--- config.mk ---
export PLATFORM = sky130hd
export DESIGN_NAME = clksel_ctrl
export DESIGN_NICKNAME = d
export VERILOG_FILES = /design/src/rtl/clksel_ctrl.sv
export SDC_FILE = /design/constraint.sdc
export NUM_CORES = 1
export LEC_CHECK = 0
export CAP_MARGIN = 40
export CORE_UTILIZATION = 53
export CTS_CLUSTER_SIZE = 40
export DETAILED_ROUTE_END_ITERATION = 16
export HOLD_SLACK_MARGIN = 0.02
export PLACE_DENSITY = 0.83
export SLEW_MARGIN = 10
export SYNTH_ARGS = -nofsm -noshare
export SYNTH_HDL_FRONTEND = slang
export SYNTH_SLANG_ARGS = --single-unit
export TNS_END_PERCENT = 5
--- constraint.sdc ---
create_clock -name clk -period 2.57 [get_ports clk]
set_input_delay 0.3855 -clock clk [delete_from_list [all_inputs] [get_ports clk]]
set_output_delay 0.3855 -clock clk [all_outputs]
set_load 0.02 [all_outputs]
--- src/rtl/clksel_ctrl.sv ---
// -----------------------------------------------------------------------------
// clksel_ctrl
//
// Purpose:
//   Generates the registered `sel` input of the glitch-free clock switch
//   (clkshift). Switch requests arrive on a valid/ready handshake. After a
//   change, `sel` is held stable for SETTLE_CYCLES so the switch's two
//   synchroniser stages can follow. Completion is reported with a one-cycle
//   `switch_done` pulse. A further DWELL_CYCLES must pass before the next
//   request is accepted.
//
// Parameters:
//   SETTLE_CYCLES : cycles from a `sel` change to `switch_done` (>= 1)
//   DWELL_CYCLES  : minimum cycles after `switch_done` before ready (>= 0)
//   CNT_W         : down-counter width, 2**CNT_W > max(SETTLE, DWELL)
//
// Ports:
//   clk         in   block clock, all logic on posedge
//   rst         in   synchronous reset, active low
//   lock        in   (CLKSEL_LOCK_EN only) holds off acceptance in IDLE
//   req_valid   in   switch request present
//   req_sel     in   requested clock: 0 = clk0, 1 = clk1
//   req_ready   out  request accepted on an edge with req_valid && req_ready
//   sel         out  registered select to the clock switch
//   busy        out  high in SETTLE or DWELL
//   switch_done out  one-cycle completion pulse
//
// Optional feature:
//   Define CLKSEL_LOCK_EN to add the `lock` input. While lock is high the
//   block stalls requests in IDLE. It does not abort an operation already in
//   progress. Without the macro the block behaves as if lock were tied low.
// -----------------------------------------------------------------------------
module clksel_ctrl #(
  parameter int SETTLE_CYCLES = 4,
  parameter int DWELL_CYCLES  = 8,
  parameter int CNT_W         = 8
) (
  input  logic clk,
  input  logic rst,
`ifdef CLKSEL_LOCK_EN
  input  logic lock,
`endif
  input  logic req_valid,
  input  logic req_sel,
  output logic req_ready,
  output logic sel,
  output logic busy,
  output logic switch_done
);

  typedef enum logic [1:0] {
    IDLE   = 2'd0,
    SETTLE = 2'd1,
    DWELL  = 2'd2
  } state_t;

  // The counter is loaded with N-1 so that N edges are spent in the state.
  localparam logic [CNT_W-1:0] SETTLE_LOAD = CNT_W'(SETTLE_CYCLES - 1);
  localparam logic [CNT_W-1:0] DWELL_LOAD  =
      (DWELL_CYCLES > 0) ? CNT_W'(DWELL_CYCLES - 1) : '0;
  localparam logic [CNT_W-1:0] CNT_ONE     = CNT_W'(1);

  state_t           state_reg, state_next;
  logic             sel_reg, sel_next;
  logic [CNT_W-1:0] cnt_reg, cnt_next;
  logic             done_reg, done_next;
  logic             lock_int;
  logic             accept;

`ifdef CLKSEL_LOCK_EN
  assign lock_int = lock;
`else
  assign lock_int = 1'b0;
`endif

  // Ready and busy are gated by rst so both read low for the whole time
  // reset is held, even before the first reset edge clears the state.
  assign req_ready   = rst && (state_reg == IDLE) && !lock_int;
  assign busy        = rst && (state_reg != IDLE);
  assign accept      = req_valid && req_ready;
  assign sel         = sel_reg;
  assign switch_done = done_reg;

  always_ff @(posedge clk) begin
    if (!rst) begin
      state_reg <= IDLE;
      sel_reg   <= 1'b0;
      cnt_reg   <= '0;
      done_reg  <= 1'b0;
    end else begin
      state_reg <= state_next;
      sel_reg   <= sel_next;
      cnt_reg   <= cnt_next;
      done_reg  <= done_next;
    end
  end

  always_comb begin
    state_next = state_reg;
    sel_next   = sel_reg;
    cnt_next   = cnt_reg;
    done_next  = 1'b0;

    case (state_reg)
      IDLE: begin
        if (accept) begin
          if (req_sel != sel_reg) begin
            // sel only ever changes here, on the accept edge itself.
            sel_next   = req_sel;
            state_next = SETTLE;
            cnt_next   = SETTLE_LOAD;
          end else begin
            // Already on the requested clock: acknowledge without settle/dwell.
            done_next = 1'b1;
          end
        end
      end

      SETTLE: begin
        if (cnt_reg != '0) begin
          cnt_next = cnt_reg - CNT_ONE;
        end else begin
          done_next = 1'b1;
          if (DWELL_CYCLES > 0) begin
            state_next = DWELL;
            cnt_next   = DWELL_LOAD;
          end else begin
            state_next = IDLE;
          end
        end
      end

      DWELL: begin
        if (cnt_reg != '0) begin
          cnt_next = cnt_reg - CNT_ONE;
        end else begin
          state_next = IDLE;
        end
      end

      default: begin
        state_next = IDLE;
      end
    endcase
  end

endmodule

Word-level counts from Yosys, hierarchy flattened --
Cells that the tools add are included.
Word-level totals: register bits 12, output and inout port bits 4, word-level logic and storage cells 37, bits of input ports 4
Operators by class: add/sub/neg operators 1, muxes and demuxes 14, equality and inequality tests 8, reductions and logical operators 10
Operators with widths (number):
- 2-to-1 mux 8 bit | 4
- one-hot mux 8 bit (3 select lines) | 1
- 2-to-1 mux 2 bit | 4
- != test 2 bit (second input constant) | 4
- AND reduction 4 bit | 2
- nonzero test 8 bit | 1
- subtractor 8 x 1 -> 8 bit (second input constant) | 1
- one-hot mux 2 bit (3 select lines) | 1
- logical AND 1 bit | 3
- 2-to-1 mux 1 bit | 3
- AND reduction 3 bit | 1
- nonzero test 3 bit | 1
- == test 2 x 1 -> 1 bit (second input constant) | 1
- == test 2 bit (second input constant) | 1
- logical NOT 2 bit | 1
- != test 2 x 1 -> 1 bit (second input constant) | 1
- one-hot mux 1 bit (2 select lines) | 1
- nonzero test 2 bit | 1
- != test 1 bit | 1

Depth between registers and ports, before layout --
Gate-level depths: netlist of run 1.
depth in word-level cells 5, depth in mapped cells 7

Worst setup path after synthesis of run 1 --
OpenSTA, ideal clock, no wires.
path type register to register, start reg state_reg[0], end reg cnt_reg[7], cell stages (with the launch flop) 7, setup slack 0.773 ns, arrival 1.727 ns, required time 2.500 ns, cells stage by stage dfxtp_1 > ha_1 > clkbuf_1 > or4_4 > nor2_1 > or4b_1 > a21oi_1
Between the ends: cells in the longest elaborated chain, start to end 5
Ends and longest elaborated chain:
- from (decl) | line 63 | state_t state_reg, state_next;
- from (signal assigned) | line 91 | state_reg <= state_next;
- logical NOT 2 bit | line 78, 104
- logical AND 1 bit | line 78 | assign req_ready = rst && (state_reg == IDLE) && !lock_int;
- logical AND 1 bit | line 80 | assign accept = req_valid && req_ready;
- != test 2 bit (no line)
- AND reduction 4 bit (no line)
- to (signal assigned) | line 93 | cnt_reg <= cnt_next;
- to (decl) | line 65 | logic [CNT_W-1:0] cnt_reg, cnt_next;
Several ways; a longest one is shown, not always the timed one. A chain may end at the register's enable or synchronous reset.

Worst setup path in the final report of run 1 --
start in rst, end out busy
Between the ends: cells in the longest elaborated chain, start to end 1
Ends and longest elaborated chain:
- from (decl) | line 39 | input logic rst,
- logical AND 1 bit | line 79 | assign busy = rst && (state_reg != IDLE);
- to (decl) | line 47 | output logic busy,
Every way passes these cells.

==> impl_metrics.yaml, run 1 <==
global_routing:
  antenna_found_initial: 0
  grt_overflow: 0
  grt_max_degree: 17
  grt_usage: 0.2308
  grt_pass1_vias: 609
  grt_pass1_wl_mm: 2.497
drt:
  via_per_inst: 6.372
  vias: 720
  drt_iter0_drc: 13
  postRouteAntennaNets: 0
  first_pass_iters: 4
  wirelength_mm: 1.469
  wl_per_cell_microns: 13.00
  route.detailed.drc: 0
timing:
  slew_viol_final: 0
  fin_worst_skew_ns: 0.007561
  tightest_slew_ns: 0.5301
  fin_ws_ns: 0.3086
  rsz0062_at_grt: "no"
  finalHoldViolations: 0
  max-slew-margin-rel: 0.6433
  tns_ns: 0
  setup_viol: 0
  max_freq_mhz: 442.2
  min_period_over_period: 0.8799
  period_minus_slack_ns: 2.261
floorplan:
  fp.dieW_microns: 40.01
  io_pins: 8
  core_area_sq_um: 1318
  rows: 13
  start_util: 0.5812
  dieArea_sq_um: 1601
  die_y_microns: 40.01
cts:
  htreeDepth: 1
  clk_latency_ns: 0.27
  cts-resized-gates: 0
  clockBufferDepth: 2
  cts_buffers: 3
  cts_root_buffer: "clkbuf_4"
  clk_pin_slew_ns: 0.06
  cts_hold_buf: 0
  cts_tree: "built"
  clock_sinks: 12
  post_cts_buffers: 0
worst_hold_path:
  min_path_type: "reg2reg"
worst_setup_path:
  cp_slowest_cell: "clkdlybuf4s50_1"
  cp.required_ns: 2.18
  start_kind: "input port"
  crit_arrival_ns: 1.88
  critPathCaptureType: "output port"
  crit_chain: "clkdlybuf4s50_1 > inv_1 > nor2_1 > clkdlybuf4s50_1"
  cpPeakStageDelay_ns: 0.61
  crit_type: "in2out"
  crit_path_max_fanout: 7
  timing.critical_path.mode_cell: "clkdlybuf4s50_1"
placement:
  gp_congestion: 0.8366
  pre_cts_ws_ns: 0.2692
  place_area_sq_um: 835.8
  io_buffers: 7
  hpwl_mm: 1.112
layout:
  diodes: 0
  multiInputGateArea_sq_um: 484.2
  nets: 110
  final_area_sq_um: 858.3
  area_growth_pct: 12.09
  utilization: 0.6515
  regArea_sq_um: 240.2
  nFillCells: 111
  layout-drive-gt1-share: 0.08163
  largest_reg_flops: 8
power_and_ir_drop:
  leakage_nw: 0.3246
  p_comb_frac: 0.583
  power.share.switching: 0.4360
  clkPwrFrac: 0.108
  internal_power_w: 0.0005832
  power_frac_seq: 0.308
  power.density_nw_per_um2: 1205
  ir_drop_mv: 0.5372
  power.switching_w: 0.0004508
logic_synthesis:
  avgSynthCellArea_sq_um: 8.415
  netlist_area_sq_um: 765.7
  syn-num-nets: 101
  ys_seq_area_frac: 0.3137
  synth.distinct_cells: 31
  synth_cells: 91
  yosys_warnings: 0
  synth_seq_cells: 12
status:
  status: "complete, no violations"
flow_run:
  drv_cap: 0
[worst max-delay path: cells and delay by family]
family	cells	cell delay (ns)
buf+inv	3	1.37
simple gates	1	0.13
[cell families (layout without fill, tap and decap cells)]
logic type | Yosys count | count (layout) | synth area share
XOR/XNOR | 1 | 1 | 0.01144
adder cells (fa/ha/maj) | 6 | 6 | 0.09804
buffers and inverters | 9 | 16 | 0.05392
AO/OA/AOI/OAI | 26 | 26 | 0.2418
flip-flops | 12 | 12 | 0.3137
AND/OR/NAND/NOR | 37 | 37 | 0.2811
[cell usage in the layout, fill, tap and decap left out, types with 3 or more instances in the layout]
cell type	instances
nor3_1	5
dfxtp_1	12
ha_1	6
o21ai_0	3
nor2_1	8
clkdlybuf4s50_1	7
nand2_1	6
or4_1	5
a21oi_1	10
clkbuf_4	3
o31ai_1	3
inv_1	6
[through the flow]
step	std cells	total power, W	hold slack, ns
floorplan	91	0.0007905	0.4575
global placement	110	0.0009111	0.4807
detailed placement	110	0.0009149	0.4777
CTS	113	0.001030	0.4897
global route	113	0.001129	0.5045
finish	113	0.001034	0.4868
[per-layer routing]
metal  GRT usage  routed length [microns]  part of all wire
met5           0                        0                 0
met2      0.3871                      685              0.47
met3     0.03333                       70             0.048
met1      0.3000                      692              0.47
met4     0.07759                       21             0.014
[power groups by stage]
stage / Combinational, W / Sequential [W] / Clock [W]
2_1_floorplan: 0.000474 / 0.000316 / 0
3_3_place_gp: 0.000591 / 0.000320 / 0
3_5_place_dp: 0.000591 / 0.000324 / 0
4_1_cts: 0.000596 / 0.000319 / 0.000115
5_1_grt: 0.000676 / 0.000330 / 0.000123
6_report: 0.000603 / 0.000319 / 0.000112
[worst paths after layout]
check	startpoint	endpoint	slack, ns	depth (start not counted)
worst max register to register	cnt_reg[0]	cnt_reg[1]	0.60	6
worst max-delay path	rst	busy	0.31	4
worst min-delay path	sel	sel	0.49	2
worst min register to register	sel	sel	0.49	2
[cell usage after synthesis]
cell type	instances	area (sq um)
o21ai_0	3	15.01
clkbuf_1	2	7.510
a211oi_1	1	7.510
and2_1	1	6.260
or4b_1	2	20.02
nand3_1	1	5.000
nand2b_1	1	6.260
nor4_1	2	12.51
buf_6	1	11.26
nand3b_1	1	7.510
o41ai_2	1	16.27
o2111ai_1	1	8.760
and3_1	1	6.260
o21a_1	1	7.510
xnor2_1	1	8.760
o221a_2	2	22.52
or3_1	1	6.260
o32ai_1	1	8.760
o41ai_1	2	17.52
a32oi_1	1	8.760
or4_1	5	37.54
inv_1	6	22.52
dfxtp_1	12	240.2
o31ai_1	3	22.52
nor3_1	5	25.02
nand2_1	6	22.52
or4_4	2	22.52
ha_1	6	75.07
nor3b_1	1	7.510
nor2_1	8	30.03
a21oi_1	10	50.05
[layout make-up]
cell class | count | share of cell area
Inverter | 6 | 0.02624
Timing Repair Buffer | 7 | 0.08163
Multi-Input combinational cell | 70 | 0.5641
Sequential cell | 12 | 0.2799
Clock buffer | 3 | 0.02624
Tap cell | 15 | 0.02187
No activity file was read; power rests on OpenSTA's default activity.
==> run 2: changes to the inputs <==
HOLD_SLACK_MARGIN = unset   (was 0.02)
==> results of run 2 <==
Same layout as run 1: the final DEF is identical, and so are final timing and power.
